### src/rtl/fetch_queue.sv
// Fetch stage: drives icache reads at fetch_pc and queues {instr, pc+WBYTES} for decode.
// Optional same-cycle bypass of an empty queue is enabled by defining FETCH_QUEUE_BYPASS_EN.
module fetch_queue #(
  parameter int unsigned DEPTH   = 2,
  parameter int unsigned WORD_W  = 32,
  parameter int unsigned WBYTES  = 4,
  parameter logic [5:0]  HALT_OP = 6'b111111
) (
  input  logic              CLK,
  input  logic              RST,
  input  logic [WORD_W-1:0] fetch_pc,
  output logic              pc_adv,
  output logic              imemREN,
  output logic [WORD_W-1:0] imemaddr,
  input  logic              ihit,
  input  logic [WORD_W-1:0] imemload,
  input  logic              flush,
  input  logic              id_ready,
  output logic              id_valid,
  output logic [WORD_W-1:0] id_instr,
  output logic [WORD_W-1:0] id_pc_plus,
  output logic              halted
);

  localparam int unsigned PtrW = (DEPTH > 1) ? $clog2(DEPTH) : 1;
  localparam int unsigned CntW = $clog2(DEPTH + 1);

  typedef logic [PtrW-1:0] ptr_t;
  typedef logic [CntW-1:0] cnt_t;

  typedef enum logic {StRun, StHalted} state_e;

  state_e            state_q;
  ptr_t              rd_ptr_q;
  ptr_t              wr_ptr_q;
  cnt_t              count_q;
  logic [WORD_W-1:0] instr_mem [DEPTH];
  logic [WORD_W-1:0] pcp_mem   [DEPTH];

  logic              stored_valid;
  logic              has_space;
  logic              push;
  logic              pop;
  logic              bypass;
  logic              wr_en;
  logic              rd_en;
  logic              halt_fetch;
  logic [WORD_W-1:0] pc_plus_new;

  function automatic ptr_t ptr_inc(input ptr_t p);
    return (p == PtrW'(DEPTH - 1)) ? '0 : p + ptr_t'(1);
  endfunction

  assign stored_valid = (count_q != '0);
  // A full queue that is popped this cycle still frees a slot for the incoming word.
  assign has_space    = (count_q < CntW'(DEPTH)) | (id_ready & stored_valid);
  assign imemREN      = ~RST & (state_q == StRun) & ~flush & has_space;
  assign imemaddr     = fetch_pc;
  assign push         = imemREN & ihit;
  assign pc_adv       = push;
  assign pc_plus_new  = fetch_pc + WORD_W'(WBYTES);
  assign halt_fetch   = push & (imemload[WORD_W-1 -: 6] == HALT_OP);
  assign halted       = (state_q == StHalted);

`ifdef FETCH_QUEUE_BYPASS_EN
  assign bypass = push & ~stored_valid;
`else
  assign bypass = 1'b0;
`endif

  assign id_valid = stored_valid | bypass;
  assign pop      = id_valid & id_ready & ~flush;

  // A bypassed word consumed in the same cycle never touches storage.
  assign wr_en = push & ~(bypass & id_ready);
  assign rd_en = pop & ~bypass;

  always_comb begin
    id_instr   = '0;
    id_pc_plus = '0;
    if (stored_valid) begin
      id_instr   = instr_mem[rd_ptr_q];
      id_pc_plus = pcp_mem[rd_ptr_q];
    end else if (bypass) begin
      id_instr   = imemload;
      id_pc_plus = pc_plus_new;
    end
  end

  always_ff @(posedge CLK) begin
    if (wr_en) begin
      instr_mem[wr_ptr_q] <= imemload;
      pcp_mem[wr_ptr_q]   <= pc_plus_new;
    end
  end

  always_ff @(posedge CLK) begin
    if (RST || flush) begin
      state_q  <= StRun;
      rd_ptr_q <= '0;
      wr_ptr_q <= '0;
      count_q  <= '0;
    end else begin
      if (wr_en) wr_ptr_q <= ptr_inc(wr_ptr_q);
      if (rd_en) rd_ptr_q <= ptr_inc(rd_ptr_q);
      unique case ({wr_en, rd_en})
        2'b10:   count_q <= count_q + cnt_t'(1);
        2'b01:   count_q <= count_q - cnt_t'(1);
        default: count_q <= count_q;
      endcase
      unique case (state_q)
        StRun:    if (halt_fetch) state_q <= StHalted;
        StHalted: state_q <= StHalted;
        default:  state_q <= StRun;
      endcase
    end
  end

endmodule

### config.mk
export PLATFORM = sky130hd
export DESIGN_NAME = fetch_queue
export DESIGN_NICKNAME = d
export VERILOG_FILES = /design/src/rtl/fetch_queue.sv
export SDC_FILE = /design/constraint.sdc
export NUM_CORES = 1
export LEC_CHECK = 0
export CELL_PAD_IN_SITES_DETAIL_PLACEMENT = 1
export CELL_PAD_IN_SITES_GLOBAL_PLACEMENT = 1
export CORE_ASPECT_RATIO = 0.5
export CORE_UTILIZATION = 41
export DETAILED_ROUTE_END_ITERATION = 7
export PLACE_DENSITY_LB_ADDON = 0.1
export RECOVER_POWER = 50
export REMOVE_ABC_BUFFERS = 1
export SLEW_MARGIN = 20
export SYNTH_ARGS = -nofsm -noshare
export SYNTH_HDL_FRONTEND = slang
export SYNTH_SLANG_ARGS = --single-unit
### constraint.sdc
create_clock -name CLK -period 13.8 [get_ports CLK]
set_clock_uncertainty 0.1 [all_clocks]
set_input_delay 2.07 -clock CLK [delete_from_list [all_inputs] [get_ports CLK]]
set_output_delay 2.07 -clock CLK [all_outputs]
set_load 0.01 [all_outputs]
==> results.txt, run 1 <==
Starting Density -> 42.74%
reg2reg setup slack -> 9.54 ns
clock slew at reported path FFs -> 0.06 ns
TNS Setup -> 0 ns
# hold bufs at CTS -> 0
vias after detailed routing -> 3747
Non-Filler Instances -> 768
Max clock buf depth -> 2
Seq/Total Area, Yosys -> 67.13%
Highest Clock Rate -> 157.2 MHz
largest net degree at the start of global routing -> 65
library cells used by synthesis -> 32
Antenna Violating Nets Remaining -> 0
Cell Rows -> 30
cell area after synthesis -> 5904 sq um
CP endpoint kind -> flip-flop
Max FO, Critical Path -> 64
Yosys reg bits -> 134
CP arrival -> 6.18 ns
total gr overflow -> 0
post_cts resized -> 0
Crit path required time -> 13.62 ns
Post-Syn Instances -> 421
worst-skew pair later-pin latency -> 0.40 ns
max layer used -> met5
Max H-tree Level -> 4
final net count -> 634
failing checks -> max-capacitance violations, max-slew violations
status -> finished, violations left
Clock Sinks -> 134
type of origin of the critical path -> input port
Post-CTS Setup Repair Bufs -> 0
HPWL Detailed -> 8565 microns
clock tree root buffer cell -> clkbuf_16
routed wl met2 -> 6638 microns
fillers -> 1384
met3 wire length -> 610 microns
Pleak -> 2.630 nW
max-cap check violation count -> 2
share of layout cells above drive strength 1 -> 6.771%
synth-to-layout area growth -> 36.62%
RSZ-0062 raised after global routing -> no
GRT Resource Usage Total -> 18.17%
Cell Pwr Density -> 118.6 nW/um^2
CTS tree -> done
routability cong. -> 0.7632
Slew headroom -> -156.2%
core area -> 13810 sq um
CTS buffer count -> 17
Die H -> 86.86 microns
top_reg_cell synth -> edfxtp_1
warnings from Yosys -> 0
kind of critical path -> input port to flip-flop
Final Max Tran Viols -> 96
placed cell count -> 736
Final period util -> 46.10%
met1 WL -> 5780 microns
Synth Area per Inst -> 14.02 sq um
antenna diode count -> 0
vias in the first global route -> 3871
I/O Buffers -> 168
ys async rst share -> 0%
Hold Crit Class -> flip-flop to flip-flop
Die Area -> 14910 sq um
DR WL/cell -> 17.10 microns
Final setup viols -> 0
drt initial violations -> 161
# IOs -> 169
worst ir drop on vdd -> 0.00008313 V
global-route wire length before repair -> 19990 microns
Worst-Margin Slew -> 3.843 ns
routed vias/inst -> 4.879
Die W -> 171.7 microns
Tmin final -> 6.362 ns
DRC errors left -> 0
routed wire length -> 13130 microns
EDFF count, synth -> 128
Hold Fails Final Rpt -> 0
initial antenna violation count -> 1
DRT Pass-1 Iters -> 4
[per-stage QoR]
| step | setup WS, ns | cell area [sq um] | power, W | util (%) | hold slack [ns] |
|---|---|---|---|---|---|
| final | 7.438 | 8066 | 0.0009570 | 58.40 | 0.4168 |
| after global routing | 7.002 | 8066 | 0.0009909 | 58.40 | 0.4590 |
| after CTS | 7.697 | 8125 | 0.0009693 | 58.82 | 0.4237 |
| after detailed placement | 7.698 | 7555 | 0.0005333 | 54.69 | 0.3999 |
| after global placement | 7.725 | 7555 | 0.0005309 | 54.69 | 0.3981 |
| after floorplan | 7.624 | 5589 | 0.0004830 | - | 0.3668 |
[path summary, 6_finish.rpt]
path              depth (start not counted)                     from                  endpoint
setup / recovery                          6                    flush  pcp_mem[0][28]$_DFFE_PP_
hold / removal                            2    rd_ptr_q$_SDFFE_PP0P_     rd_ptr_q$_SDFFE_PP0P_
setup reg to reg                          5  count_q[1]$_SDFFE_PP0P_  pcp_mem[0][28]$_DFFE_PP_
hold reg to reg                           2    rd_ptr_q$_SDFFE_PP0P_     rd_ptr_q$_SDFFE_PP0P_
[synth_stat cells (2+ instances only)]
cell type	n	area, sq um
inv_1	6	22.52
nor2_1	78	292.8
clkbuf_1	5	18.77
nor3_1	6	30.03
edfxtp_1	128	3844
nand3_1	9	45.04
nand2_1	12	45.04
buf_1	4	15.01
dfxtp_1	6	120.1
nor4_1	3	18.77
and4_1	3	26.28
buf_4	32	240.2
ha_1	2	25.02
and3_1	4	25.02
xor2_1	17	148.9
buf_2	6	30.03
nand4_1	3	18.77
xnor2_1	15	131.4
or2_2	2	12.51
nor3_2	2	20.02
mux2i_1	64	640.6
or4_4	2	22.52
and2_1	3	18.77
[cell families after synthesis]
family,after synthesis,share of synthesized area [%]
flip-flops,134,67.13
XOR/XNOR,32,4.747
multiplexers,64,10.85
AO/OA/AOI/OAI,3,0.3177
AND/OR/NAND/NOR,132,10.81
buffers and inverters,54,5.721
adder cells (fa/ha/maj),2,0.4238
[cells in the final DEF (no fill, tap or decap), types with 2 or more instances in the layout]
cell,count
and2_1,2
nand4_1,4
inv_1,6
or4_1,2
nand3_1,9
or2_2,2
inv_6,5
clkinv_4,2
clkdlybuf4s50_1,125
buf_4,2
nor4_1,4
inv_8,2
and4_1,3
edfxtp_1,128
nand2_1,12
xor2_1,17
xnor2_1,15
and3_1,4
mux2i_1,64
ha_1,2
nor2_1,77
clkbuf_1,2
clkinvlp_4,3
clkbuf_16,17
dfxtp_1,5
nor3_1,8
dlygate4sd3_1,43
[critical path: stages]
cell           delay (ns)
dlygate4sd3_1        0.55
or2_2                0.36
nor3_1               0.20
nand2_1              0.16
nor2_4               0.10
clkbuf_1             2.69
[where the power goes]
group	leakage [nW]	switching (W)	internal [W]
combinational	1.15	0.0000303	0.0000357
sequential	1.21	0.00000198	0.000454
clock	0.272	0.000182	0.000253
[layer usage]
layer	vias up	global-route usage (%)
li1	1778	-
met1	1858	21.55
met2	100	32.61
met3	9	4.680
met4	2	5.601
met5	-	0
[state kept, by name, indices dropped and copies added (netlist names), named ones only]
| signal | cells |
|---|---|
| rd_ptr_q | 1 |
| count_q | 2 |
| pcp_mem | 64 |
| instr_mem | 64 |
| wr_ptr_q | 1 |
| halted | 1 |
[layout make-up]
type                            instances  area, sq um  area share (%)
Sequential cell                       134         3968           49.19
Multi-Input combinational cell        233         1565           19.40
Clock inverter                         14        141.4           1.753
Timing Repair Buffer                  171         1700           21.08
Tap cell                              192        240.2           2.978
Clock buffer                           18        429.2           5.320
Inverter                                6        22.52          0.2792
(Power assumes the default switching activity.)
==> run 2, diff against run 1 <==
--- a/config.mk
+++ b/config.mk
@@ -8,7 +8,7 @@
 export CELL_PAD_IN_SITES_DETAIL_PLACEMENT = 1
 export CELL_PAD_IN_SITES_GLOBAL_PLACEMENT = 1
 export CORE_ASPECT_RATIO = 0.5
-export CORE_UTILIZATION = 41
+export CORE_UTILIZATION = 34
 export DETAILED_ROUTE_END_ITERATION = 7
 export PLACE_DENSITY_LB_ADDON = 0.1
 export RECOVER_POWER = 50
==> constraint.sdc (replaced) <==
create_clock -name CLK -period 5.6 [get_ports CLK]
set_clock_uncertainty 0.1 [all_clocks]
set_input_delay 0.84 -clock CLK [delete_from_list [all_inputs] [get_ports CLK]]
set_output_delay 0.84 -clock CLK [all_outputs]
set_load 0.01 [all_outputs]
==> results.txt, run 2 (synthesized netlist as in run 1, its figures left out) <==
Final Power -> 0.002386 W
clock tree root buffer cell -> clkbuf_16
total gr overflow -> 0
Max clock buf depth -> 2
# IOs -> 169
Antenna Violating Nets Remaining -> 0
type of origin of the critical path -> input port
Internal -> 0.001868 W
CP arrival -> 3.74 ns
Cell Pwr Density -> 292.1 nW/um^2
GR Layer Usage met2 -> 26.97%
clock share of power -> 46.0%
largest net degree at the start of global routing -> 65
fillers -> 1697
HPWL Detailed -> 8499 microns
global-route wire length before repair -> 20720 microns
Combinational Power Share -> 6.9%
Final period util -> 68.88%
status -> finished, violations left
DRC errors left -> 0
share of layout cells above drive strength 1 -> 7.266%
routed vias/inst -> 4.589
Largest regs -> instr_mem x64, pcp_mem x64, count_q x2
Hold Crit Class -> flip-flop to flip-flop
Pleak -> 2.637 nW
routed wire length -> 13180 microns
failing checks -> max-capacitance violations, max-slew violations
met3 usage -> 3.128%
RSZ-0062 raised after global routing -> no
met1 Resource Use GR -> 18.96%
TNS Setup -> 0 ns
core area -> 16680 sq um
Crit path required time -> 5.48 ns
DRT Pass-1 Iters -> 4
Die H -> 95.18 microns
drt initial violations -> 122
gr busiest metal -> met2
vias in the first global route -> 3954
vias after detailed routing -> 3694
Cell Rows -> 33
Max H-tree Level -> 4
most common cell after layout, fill and taps aside -> clkdlybuf4s50_1
max-cap check violation count -> 2
Max FO, Critical Path -> 32
Die W -> 188.4 microns
final instance area -> 8168 sq um
Worst-Margin Slew -> 2.004 ns
CTS tree -> done
worst ir drop on vdd -> 0.0002273 V
Die Area -> 17930 sq um
CP endpoint kind -> flip-flop
placed cell area -> 7612 sq um
kind of critical path -> input port to flip-flop
final net count -> 636
switching pwr -> 0.0005179 W
Final setup viols -> 0
Clock Sinks -> 134
Final Max Tran Viols -> 66
Highest Clock Rate -> 259.2 MHz
Slew headroom -> -33.63%
Hold Fails Final Rpt -> 0
clock slew at reported path FFs -> 0.06 ns
DR WL/cell -> 16.37 microns
synth-to-layout area growth -> 38.33%
CTS buffer count -> 17
antenna diode count -> 0
Reg power frac -> 47.0%
I/O Buffers -> 168
worst-skew pair later-pin latency -> 0.39 ns
Tmin final -> 3.858 ns
post_cts resized -> 0
# hold bufs at CTS -> 0
switching share of power -> 21.71%
Starting Density -> 35.40%
routability cong. -> 0.6827
initial antenna violation count -> 0
commonest non-fill, non-tap cells in the layout -> clkdlybuf4s50_1, edfxtp_1, nor2_1
Post-CTS Setup Repair Bufs -> 0
GRT Resource Usage Total -> 15.38%
WHS -> 0.4111 ns
run 2: layout make-up:
cell class,count,area (sq um),share of cell area [%]
sequential,134,3968,48.58
timing repair buffer,173,1712,20.96
multi-input combinational,233,1602,19.61
clock buffer,19,432.9,5.300
tap,227,284.0,3.477
clock inverter,13,147.6,1.808
inverter,6,22.52,0.2757
run 2: layer usage:
metal | routed length (microns) | vias up
li1 | - | 1772
met1 | 6118 | 1820
met2 | 6518 | 93
met3 | 416 | 9
met4 | 122 | 0
met5 | 0 | -
run 2: worst max-delay path, stage by stage:
cell           delay, ns
dlygate4sd3_1       0.55
or2_0               0.35
nor3_1              0.24
nand2_1             0.13
nor2_1              0.15
clkbuf_1            1.46
run 2: power by group through the flow:
stage | Sequential (W) | Clock (W) | Combinational, W
global placement | 0.00114 | 0 | 0.000171
floorplan | 0.00114 | 0 | 0.0000466
CTS | 0.00112 | 0.00112 | 0.000175
detailed placement | 0.00114 | 0 | 0.000174
finish | 0.00112 | 0.00110 | 0.000166
global route | 0.00112 | 0.00116 | 0.000180
run 2: metrics by stage:
stage	setup slack, ns	utilization (%)	instances
after floorplan	0.6542	-	373
after global placement	1.987	45.63	773
after detailed placement	1.950	45.63	773
after CTS	1.942	49.11	805
after global routing	1.375	48.96	805
final	1.742	48.96	805
run 2: worst paths after layout:
| check | to | slack, ns | start | depth (start not counted) |
|---|---|---|---|---|
| worst max-delay path | pcp_mem[0][13]$_DFFE_PP_ | 1.74 | flush | 6 |
| worst min register to register | flip-flop | 0.41 | rd_ptr_q$_SDFFE_PP0P_ | 2 |
| worst min-delay path | flip-flop | 0.41 | rd_ptr_q$_SDFFE_PP0P_ | 2 |
| worst max register to register | pcp_mem[0][13]$_DFFE_PP_ | 2.61 | count_q[1]$_SDFFE_PP0P_ | 5 |
